[config.mk]
export PLATFORM = sky130hd
export DESIGN_NAME = text_overlay_gen
export DESIGN_NICKNAME = d
export VERILOG_FILES = /design/src/rtl/text_overlay_pkg.sv /design/src/rtl/font_rom.sv /design/src/rtl/text_overlay_gen.sv
export SDC_FILE = /design/constraint.sdc
export NUM_CORES = 1
export LEC_CHECK = 0
export ABC_CLOCK_PERIOD_IN_PS = 2340
export BUFFER_PORTS_ARGS = -buffer_cell sky130_fd_sc_hd__buf_2
export CELL_PAD_IN_SITES_DETAIL_PLACEMENT = 1
export CELL_PAD_IN_SITES_GLOBAL_PLACEMENT = 1
export CORE_ASPECT_RATIO = 2
export CORE_MARGIN = 10
export CORE_UTILIZATION = 48
export CTS_CLUSTER_DIAMETER = 200
export DETAILED_ROUTE_END_ITERATION = 10
export GPL_TIMING_DRIVEN = 0
export PLACE_DENSITY_LB_ADDON = 0.12
export SLEW_MARGIN = 20
export SYNTH_ARGS = -nofsm -noshare
export SYNTH_HDL_FRONTEND = slang
export SYNTH_SLANG_ARGS = --single-unit
[constraint.sdc]
create_clock -name clk -period 2.34 [get_ports clk]
set_clock_uncertainty 0.1 [all_clocks]
set_input_delay 0 -clock clk [delete_from_list [all_inputs] [get_ports clk]]
set_output_delay 0 -clock clk [all_outputs]
set_load 0.01 [all_outputs]
[src/rtl/text_overlay_pkg.sv]
// Shared constants and types for the text overlay generator.
// Blink support is enabled by defining TEXT_OVERLAY_BLINK_EN.
package text_overlay_pkg;

  localparam int CHAR_W      = 8;
  localparam int CHAR_H      = 16;
  localparam int FONT_ADDR_W = 11;

  typedef struct packed {
    logic       blink;
    logic [6:0] code;
  } cell_t;

  localparam logic [7:0] COLOR_BG = 8'h00;

endpackage

[src/rtl/font_rom.sv]
// 8x16 glyph ROM, one registered read per cycle.
// Reduced glyph set: 'A' and 'B'; every other code reads as blank.
module font_rom (
  input  logic        clk,
  input  logic [10:0] addr_i,
  output logic [7:0]  data_o
);

  localparam logic [127:0] GLYPH_A =
    128'h0000_1038_6CC6_C6FE_C6C6_C6C6_0000_0000;
  localparam logic [127:0] GLYPH_B =
    128'h0000_FC66_6666_7C66_6666_66FC_0000_0000;

  logic [127:0] glyph;
  logic [127:0] shifted;

  always_comb begin
    glyph = '0;
    unique case (addr_i[10:4])
      7'h41:   glyph = GLYPH_A;
      7'h42:   glyph = GLYPH_B;
      default: glyph = '0;
    endcase
    // line 0 sits in the top byte
    shifted = glyph >> {(4'd15 - addr_i[3:0]), 3'b000};
  end

  always_ff @(posedge clk) begin
    data_o <= shifted[7:0];
  end

endmodule

[src/rtl/text_overlay_gen.sv]
// Character-cell text overlay: text buffer -> font ROM -> pixel, 3 cycles.
// Define TEXT_OVERLAY_BLINK_EN to blank blink-attributed cells on a frame counter.
module text_overlay_gen
  import text_overlay_pkg::*;
#(
  parameter int         COLS       = 16,
  parameter int         ROWS       = 4,
  parameter int         SCALE_LOG2 = 1,
  parameter int         X0         = 64,
  parameter int         Y0         = 128,
  parameter logic [7:0] FG_COLOR   = 8'hFF,
  parameter int         BLINK_LOG2 = 5,
  localparam int        NCELLS     = COLS * ROWS,
  localparam int        AW         = $clog2(NCELLS)
) (
  input  logic          clk,
  input  logic          reset_n,
  input  logic          video_on,
  input  logic [9:0]    pixel_x,
  input  logic [9:0]    pixel_y,
  input  logic          wr_en,
  input  logic [AW-1:0] wr_addr,
  input  logic [7:0]    wr_data,
  output logic          text_on,
  output logic [7:0]    rgb_text
);

  localparam int X_END = X0 + COLS * CHAR_W * (1 << SCALE_LOG2);
  localparam int Y_END = Y0 + ROWS * CHAR_H * (1 << SCALE_LOG2);

  cell_t mem [NCELLS];

  logic [9:0]    dx, dy, col, row;
  logic          region_s0;
  logic [AW-1:0] idx_s0;
  logic [2:0]    bit_s0;
  logic [3:0]    line_s0;

  assign dx = pixel_x - 10'(X0);
  assign dy = pixel_y - 10'(Y0);
  assign col = dx >> (3 + SCALE_LOG2);
  assign row = dy >> (4 + SCALE_LOG2);
  assign bit_s0 = 3'(dx >> SCALE_LOG2);
  assign line_s0 = 4'(dy >> SCALE_LOG2);

  assign region_s0 = (32'(pixel_x) >= 32'(X0))
                  && (32'(pixel_x) < 32'(X_END))
                  && (32'(pixel_y) >= 32'(Y0))
                  && (32'(pixel_y) < 32'(Y_END));

  // out-of-region pixels read cell 0 so the index never leaves the array
  assign idx_s0 = region_s0
    ? AW'(32'(row) * 32'(COLS) + 32'(col))
    : '0;

  always_ff @(posedge clk) begin
    if (wr_en && (32'(wr_addr) < 32'(NCELLS)))
      mem[wr_addr] <= cell_t'(wr_data);
  end

  cell_t      cell_q;
  logic       vid1_q, reg1_q;
  logic [2:0] bit1_q;
  logic [3:0] line1_q;

  always_ff @(posedge clk or negedge reset_n) begin
    if (!reset_n) begin
      cell_q  <= '0;
      vid1_q  <= 1'b0;
      reg1_q  <= 1'b0;
      bit1_q  <= '0;
      line1_q <= '0;
    end else begin
      cell_q  <= mem[idx_s0];
      vid1_q  <= video_on;
      reg1_q  <= region_s0;
      bit1_q  <= bit_s0;
      line1_q <= line_s0;
    end
  end

  logic show_s1;

`ifdef TEXT_OVERLAY_BLINK_EN
  logic                  tick_q;
  logic [BLINK_LOG2-1:0] cnt_q, cnt_d;

  assign cnt_d = tick_q ? cnt_q + 1'b1 : cnt_q;

  always_ff @(posedge clk or negedge reset_n) begin
    if (!reset_n) begin
      tick_q <= 1'b0;
      cnt_q  <= '0;
    end else begin
      tick_q <= (pixel_x == 10'd0) && (pixel_y == 10'd0);
      cnt_q  <= cnt_d;
    end
  end

  assign show_s1 = !(cell_q.blink && cnt_q[BLINK_LOG2-1]);
`else
  logic unused_blink;
  assign unused_blink = cell_q.blink;
  assign show_s1 = 1'b1;
`endif

  logic [7:0] font_data;

  font_rom u_font (
    .clk    (clk),
    .addr_i ({cell_q.code, line1_q}),
    .data_o (font_data)
  );

  logic       vid2_q, reg2_q, show2_q;
  logic [2:0] bit2_q;

  always_ff @(posedge clk or negedge reset_n) begin
    if (!reset_n) begin
      vid2_q  <= 1'b0;
      reg2_q  <= 1'b0;
      show2_q <= 1'b0;
      bit2_q  <= '0;
    end else begin
      vid2_q  <= vid1_q;
      reg2_q  <= reg1_q;
      show2_q <= show_s1;
      bit2_q  <= bit1_q;
    end
  end

  logic on_d;
  logic text_on_q;
  logic [7:0] rgb_q;

  assign on_d = vid2_q && reg2_q && show2_q
             && font_data[3'd7 - bit2_q];

  always_ff @(posedge clk or negedge reset_n) begin
    if (!reset_n) begin
      text_on_q <= 1'b0;
      rgb_q     <= COLOR_BG;
    end else begin
      text_on_q <= on_d;
      rgb_q     <= on_d ? FG_COLOR : COLOR_BG;
    end
  end

  assign text_on  = text_on_q;
  assign rgb_text = rgb_q;

endmodule
==> results of run 1 <==
==> final cells by class <==
type / instances / area [um^2] / area share
multi-input cells: 671 / 5470 / 0.239
diodes: 2 / 5.00 / 0.000218
plain buffers: 82 / 493 / 0.0215
inverters: 22 / 95.1 / 0.00415
clock inverters: 24 / 224 / 0.00977
repair buffers: 87 / 703 / 0.0307
flip-flops and latches: 477 / 14100 / 0.617
well taps: 530 / 663 / 0.0289
clock buffers: 53 / 1110 / 0.0486
==> routing by layer <==
layer | share of wire | vias up
met5 | 0 | -
met4 | 0.082 | 0
met3 | 0.053 | 220
met2 | 0.53 | 573
met1 | 0.33 | 6481
li1 | - | 5275
==> power by group through the flow <==
stage	Combinational, W	Clock [W]	Sequential (W)
after global placement	0.000995	0	0.00961
final	0.00117	0.00696	0.00943
after CTS	0.00113	0.00697	0.00943
after detailed placement	0.00103	0	0.00961
after global routing	0.00121	0.00732	0.00943
after floorplan	0.000500	0	0.00960
==> sequential cells by signal, summed over array words and instances, names as in the netlist, 3 cells and up <==
register,flops
bit1_q,3
cell_q,7
mem,448
bit2_q,3
u_font.data_o,6
line1_q,4
==> metrics by stage <==
step	setup WS, ns	instance area (um^2)	setup TNS, ns	total power [W]	hold WS (ns)
5_1_grt	-0.0943	22900	-0.263	0.0180	0.00620
3_5_place_dp	-1.78	20700	-27.50	0.0106	-0.0717
3_3_place_gp	-1.81	20700	-32.76	0.0106	-0.0932
6_report	-0.125	22900	-0.264	0.0176	-0.00429
4_1_cts	-0.220	22800	-1.16	0.0175	0.00280
2_1_floorplan	-0.335	19800	-1.88	0.0101	-0.396
==> cell families (layout without fill, tap and decap cells) <==
group           count (synthesis)  after routing  share of synthesized area
buf+inv                       110            268                     0.0251
mux                           118            118                     0.0756
compound gates                246            246                     0.0971
xor+xnor                        3              3                    0.00204
other cells                     1              3                   0.000191
fa+ha+maj                       3              3                    0.00191
flops                         477            477                      0.720
simple gates                  300            300                     0.0785
==> final timing paths <==
path                                       from                     to  slack [ns]
min in group asynchronous               reset_n  rgb_text[6]$_DFF_PN0_        0.34
min reg2reg                    vid1_q$_DFF_PN0_       vid2_q$_DFF_PN0_        0.25
max reg2reg                mem[23][0]$_DFFE_PP_    cell_q[0]$_DFF_PN0_        0.03
min                                  pixel_y[4]   line1_q[3]$_DFF_PN0_      -0.004
max                                  pixel_x[6]    cell_q[4]$_DFF_PN0_       -0.12
max in group asynchronous               reset_n    cell_q[6]$_DFF_PN0_        1.65
==> synthesized netlist by cell type, types with 8 or more instances <==
cell	n
a221oi_1	12
o221ai_1	10
nand4_1	11
mux4_2	23
a221o_1	9
dfrtp_1	23
inv_1	20
or2_2	8
mux2i_1	81
o22ai_1	17
a21oi_1	19
nor4_1	8
nand2_1	41
a222oi_1	8
nand3_1	32
nor2b_1	10
nor3_1	10
and3_1	11
buf_1	11
edfxtp_1	448
buf_4	11
clkbuf_1	40
o21ai_0	34
nor2_1	119
a211oi_1	27
o41ai_1	13
mux2_2	14
buf_2	25
a41oi_1	10
==> worst max-delay path: cells and delay by family <==
kind                     cells  cell delay (ns)
AND/OR/NAND/NOR              2             0.69
buffers and inverters        4             0.52
AO/OA/AOI/OAI                4             1.43
adder cells (fa/ha/maj)      1             0.13
==> timing repair <==
| item | CTS | global route |
|---|---|---|
| resized for setup | 90 | 40 |
| hold endpoints to repair | 272 | 0 |
| setup buffers | 17 | 4 |
| pin swaps | 20 | 18 |
| endpoints found under the setup margin | 13 | 11 |
| hold buffers | 24 | 0 |
| cloned | 0 | 1 |
==> impl_results.md, run 1 <==
- Status: finished with violations
- Failing checks: negative hold slack, negative setup slack
- Clock power frac: 0.397
- Largest net degree at the start of global routing: 65
- Max-Cap Viols: 0
- M2 GR Usage: 0.475
- Cell Int Power: 0.0135 W
- Final cycle utilization of the critical path: 1.05
- Dominant cell type by area after synthesis: edfxtp_1
- Max incr delay on CP: ~0.57 ns
- GPL Wtd Cong: 0.996
- Die footprint: 50000 um^2
- Synth unique cells: 82
- Vias in the first global route: 13400
- Area Overhead vs Synth: 16.5%
- Asr flop ratio synth: 0.0482
- Seq pwr share: 0.537
- Sw Ratio: 0.230
- DR vias/cell: 6.44
- Commonest non-fill, non-tap cell in the layout: edfxtp_1
- TritonCTS clock tree: yes
- CTS sink count: around 480
- Synth Area per Inst: ~16 um^2
- Crit path DAT: 2.79 ns
- Drt total wl: about 67000 um
- HP Class: primary input to flop
- Post-Layout Cell Count: between 1500 and 2000
- IO buf count: 40
- M1 GR Usage: 0.272
- Setup crit start kind: primary input
- Gr busiest metal: met2
- Overflow after GRT: 0
- Die width: 163 um
- CP max FO: 5
- CP Cell Sequence: buf_12 > buf_6 > ha_4 > or4b_4 > o311a_4 > buf_4 > clkbuf_16 > o32ai_1 > a222oi_1 > o41ai_2 > nand4_1
- Hold path depth: 2
- Htree depth: 2
- Yosys warns: 0
- Core footprint: a little over 40000 um^2
- Post-Place Cells: about 1800
- Unrepaired setup endpoints after global routing: yes
- Via count: 12500
- Comb pwr share: 0.066
- Worst hold slack: -0.00429 ns
- Io pins: 47
- Commonest non-fill, non-tap cells in the layout: edfxtp_1 (448), nor2_1 (118), mux2i_1 (81)
- Top FF cell, synth: edfxtp_1
- Hpwl dp: 45800 um
- FMAX: 0.406 GHz
- PwrDens: approximately 770 nW/um^2
- Ranking of synthesized cells by area: edfxtp_1 (68%), mux2i_1 (4.1%), dfrtp_1 (2.9%), mux4_2 (2.6%), nor2_1 (2.3%)
- Routed len/inst: around 34 um
- Final Critical Period: about 2.5 ns
- Final WS setup: -0.125 ns
- CTS clk-pin slew, worst paths: approximately 0.070 ns
- Leak pwr: between 7 and 8 nW
- EDFF count, synth: approximately 450
- DRC viols: 0
- Overall Global Routing Usage: 0.264
- Crit path kind: primary input to flop
- Worst slew pin tran: roughly 1.0 ns
- Critical path capture point type: flop
- Register-to-Register Path Depth: 5
- Fin nets: approximately 1400
- Initial Util: 0.487
- WP data required: 2.67 ns
- Synthesized cell area: 19700 um^2
- Filler Cell Count: ~3700
- # setup viols final: 5
- Relative slew margins: 0.315
- CTS root buffer: clkbuf_16
- Seq cells post-synth: between 400 and 500
- Mapped Nets: between 1000 and 1500
- 1st-iter DRT viols: 1200
- Drt pass-1 iters: 5
- Slew Viols, Final: 0
- Core Rows: between 100 and 150
- Final Util: 0.568
- Initial antenna violation count: 1
- Total CTS buffers: 43
- Top-area cell type share of the netlist area: 0.684
- Sequential area share after synthesis: 0.720
- Worst VDD drop: between 0.7 and 0.8 mV
- Max Root-Sink Buffers: 3
- Final Hold Fails: 3
- Routing usage on met3: 0.0403
- Die height: between 300 and 400 um
- Layout cell share with drive strength beyond 1: 0.208
- Critical path's slowest cell: o41ai_2
- Wire length of the first global-routing pass: roughly 95000 um
- Antenna-violating nets left: 0
- Clk Latency, worst-skew pair: 0.58 ns
- Net load switching power: approximately 0.004 W
- Synth Instances: approximately 1300
No activity file was read; power rests on OpenSTA's default activity.
==> run 2: changes to the inputs <==
--- a/config.mk
+++ b/config.mk
@@ -5,13 +5,14 @@
 export SDC_FILE = /design/constraint.sdc
 export NUM_CORES = 1
 export LEC_CHECK = 0
+export ABC_AREA = 1
 export ABC_CLOCK_PERIOD_IN_PS = 2340
 export BUFFER_PORTS_ARGS = -buffer_cell sky130_fd_sc_hd__buf_2
 export CELL_PAD_IN_SITES_DETAIL_PLACEMENT = 1
 export CELL_PAD_IN_SITES_GLOBAL_PLACEMENT = 1
 export CORE_ASPECT_RATIO = 2
 export CORE_MARGIN = 10
-export CORE_UTILIZATION = 48
+export CORE_UTILIZATION = 45
 export CTS_CLUSTER_DIAMETER = 200
 export DETAILED_ROUTE_END_ITERATION = 10
 export GPL_TIMING_DRIVEN = 0
==> impl_results.md, run 2 <==
- Crit path kind: primary input to flop
- Reg2reg start: cell_q[3]$_DFF_PN0_
- Yosys warns: 0
- Initial antenna violation count: 1
- Core Rows: around 110
- Crit path DAT: around 2.6 ns
- CP max FO: 10
- # setup viols final: 0
- # Post-CTS Setup Buffers: 0
- Net load switching power: just under 0.004 W
- Overall Global Routing Usage: 0.272
- IO buf count: 43
- DR vias/cell: around 5.7
- Cell Int Power: between 0.01 and 0.015 W
- Comb pwr share: 0.050
- Setup TNS Final: 0 ns
- Overflow after GRT: 0
- CTS clk-pin slew, worst paths: ~0.070 ns
- Vias in the first global route: about 17000
- Hpwl dp: around 57000 um
- Fin nets: approximately 2200
- Top-area cell type share of the netlist area: 0.634
- Filler Cell Count: about 5100
- Seq cells post-synth: around 480
- Largest net degree at the start of global routing: 65
- HP Class: primary input to flop
- Clk Latency, worst-skew pair: roughly 0.59 ns
- DRC viols: 0
- Via count: roughly 16000
- Slew Viols, Final: 0
- Die footprint: around 57000 um^2
- Design area: between 20000 and 25000 um^2
- TritonCTS clock tree: yes
- Core footprint: 46700 um^2
- Dominant cell type by area after synthesis: edfxtp_1
- Largest Register: mem
- Final Critical Period: between 2 and 2.5 ns
- Register-to-Register Path Depth: 6
- Hold path depth: 7
- Mapped Nets: 2040
- Ranking of synthesized cells by area: edfxtp_1 (63%), nand3_1 (8.9%), inv_1 (5.7%), nand4_1 (5.1%), nor2_1 (3.8%)
- Worst slew pin tran: ~1.0 ns
- Worst hold slack: about 0.02 ns
- CTS sink count: around 480
- Commonest non-fill, non-tap cell in the layout: edfxtp_1
- Tot Pwr: ~0.018 W
- FMAX: between 0.4 and 0.5 GHz
- Io pins: 47
- Status: finished clean
- R2R Path End: u_font.data_o[7]$_DFF_P_
- Drt pass-1 iters: 5
- Antenna-violating nets left: 0
- Sequential area share after synthesis: 0.666
- Final WS setup: between 0.08 and 0.09 ns
- Max reg flops: 448
- Sw Ratio: 0.220
- Synthesized cell area: 21200 um^2
- Register area: about 14000 um^2
- Unrepaired setup endpoints after global routing: no
- Worst slack at placement: -0.652 ns
- Top FF cell, synth: edfxtp_1
- Total CTS buffers: between 40 and 50
- CTS root buffer: clkbuf_16
- Largest registers: mem x448, cell_q x7, u_font.data_o x6
- Synth Instances: approximately 2000
- Die width: between 150 and 200 um
- Final cycle utilization of the critical path: 0.965
- WP data required: ~2.7 ns
- Critical path capture point type: flop
- Worst Setup SP: pixel_x[6]
- Max-Cap Viols: 0
- Layout cell share with drive strength beyond 1: 0.119
- Wire length of the first global-routing pass: between 100000 and 150000 um
- Drt total wl: around 78000 um
- GPL Wtd Cong: a little over 0.9
- Count leader, synth: edfxtp_1
- Initial Util: 0.455
- Routed len/inst: 28.1 um
- Leak pwr: slightly below 10 nW
- Commonest cells post-synth: edfxtp_1 (448), nand3_1 (378), inv_1 (320)
- Multi-input gate area: 5210 um^2
- Placed instance area: 22400 um^2
- Synth Area per Inst: between 10 and 15 um^2
- Commonest non-fill, non-tap cells in the layout: edfxtp_1 (448), nand3_1 (377), inv_1 (320)
- Clock power frac: 0.426
- Area Overhead vs Synth: 14.0%
- Asr flop ratio synth: 0.0482
- Setup crit start kind: primary input
- Max Root-Sink Buffers: 3
- Worst VDD drop: 0.627 mV
- 1st-iter DRT viols: 1090
- Htree depth: 2
- Seq pwr share: 0.525
- EDFF count, synth: 448
- Die height: between 300 and 400 um
- Relative slew margins: 0.301
- Worst reg2reg setup slack: 0.47 ns
- CP endpoint: cell_q[0]$_DFF_PN0_
- Final Hold Fails: 0
- PwrDens: roughly 740 nW/um^2
- Synth unique cells: 35
run 2: changes by cell type after synthesis, sizes merged, moves of 45 or more:
cell   previous run  this run
buf              48        93
inv              22       325
mux2i            81         0
nand2            43       169
nand3            32       381
nand4            11       173
nor2            120       215
run 2: metrics by stage:
stage	utilization	std cells
after floorplan	-	1999
after global placement	0.476	2669
after detailed placement	0.479	2675
after CTS	0.518	2780
after global routing	0.518	2780
final	0.519	2781
run 2: how the worst min path moves through the flow:
stage / startpoint / endpoint / slack [ns]
2_1_floorplan: reset_n / bit1_q[0]$_DFF_PN0_ / -0.40
3_3_place_gp: reset_n / bit2_q[0]$_DFF_PN0_ / -0.08
3_5_place_dp: reset_n / bit1_q[0]$_DFF_PN0_ / -0.08
4_1_cts: pixel_y[5] / cell_q[2]$_DFF_PN0_ / 0.01
5_1_grt: pixel_y[5] / cell_q[2]$_DFF_PN0_ / 0.06
6_report: pixel_y[5] / cell_q[2]$_DFF_PN0_ / 0.02
run 2: power by group through the flow:
stage / registers [W] / logic [W] / clock network, W
after global placement: 0.00962 / 0.000795 / 0
after CTS: 0.00943 / 0.000887 / 0.00771
final: 0.00943 / 0.000895 / 0.00764
after global routing: 0.00943 / 0.000949 / 0.00802
after detailed placement: 0.00961 / 0.000844 / 0
after floorplan: 0.00960 / 0.000355 / 0
run 2: layout make-up:
type,count,share of cell area
antenna,1,0.000103
buffer,135,0.0284
clock buffer,51,0.0488
clock inverter,27,0.0133
inverter,326,0.0506
multi-input combinational,1061,0.215
sequential,477,0.585
tap,627,0.0324
timing repair buffer,76,0.0265
run 2: metal layers:
metal,share of wire,track usage
met5,0.00013,0
met4,0.075,0.191
met3,0.040,0.0301
met2,0.54,0.510
met1,0.34,0.274
run 2: critical path, stage by stage:
cell      delay (ns)
buf_2           0.12
inv_1           0.12
ha_1            0.16
inv_1           0.05
nor2_1          0.18
nand2_2         0.18
nand3_4         0.24
clkbuf_4        0.29
buf_2           0.35
nand2_1         0.10
nand3_1         0.11
nand3_1         0.29
nand3_1         0.17
nand3_1         0.08
nand3_1         0.09
nand2_1         0.07
run 2: cells by family (layout without fill, tap and decap cells):
group,Yosys count,in the layout,share of synthesized area
flip-flops,477,477,0.666
AND/OR/NAND/NOR,982,982,0.224
buffers and inverters,461,615,0.0885
AO/OA/AOI/OAI,73,73,0.0183
adder cells (fa/ha/maj),3,3,0.00177
XOR/XNOR,2,2,0.000825
other,1,2,0.000177
run 2: what timing repair did:
action / CTS / global route
hold buffers: 27 / 0
endpoints found under the hold margin: 280 / 0
gates resized for setup: 2 / 18
endpoints found under the setup margin: 2 / 7
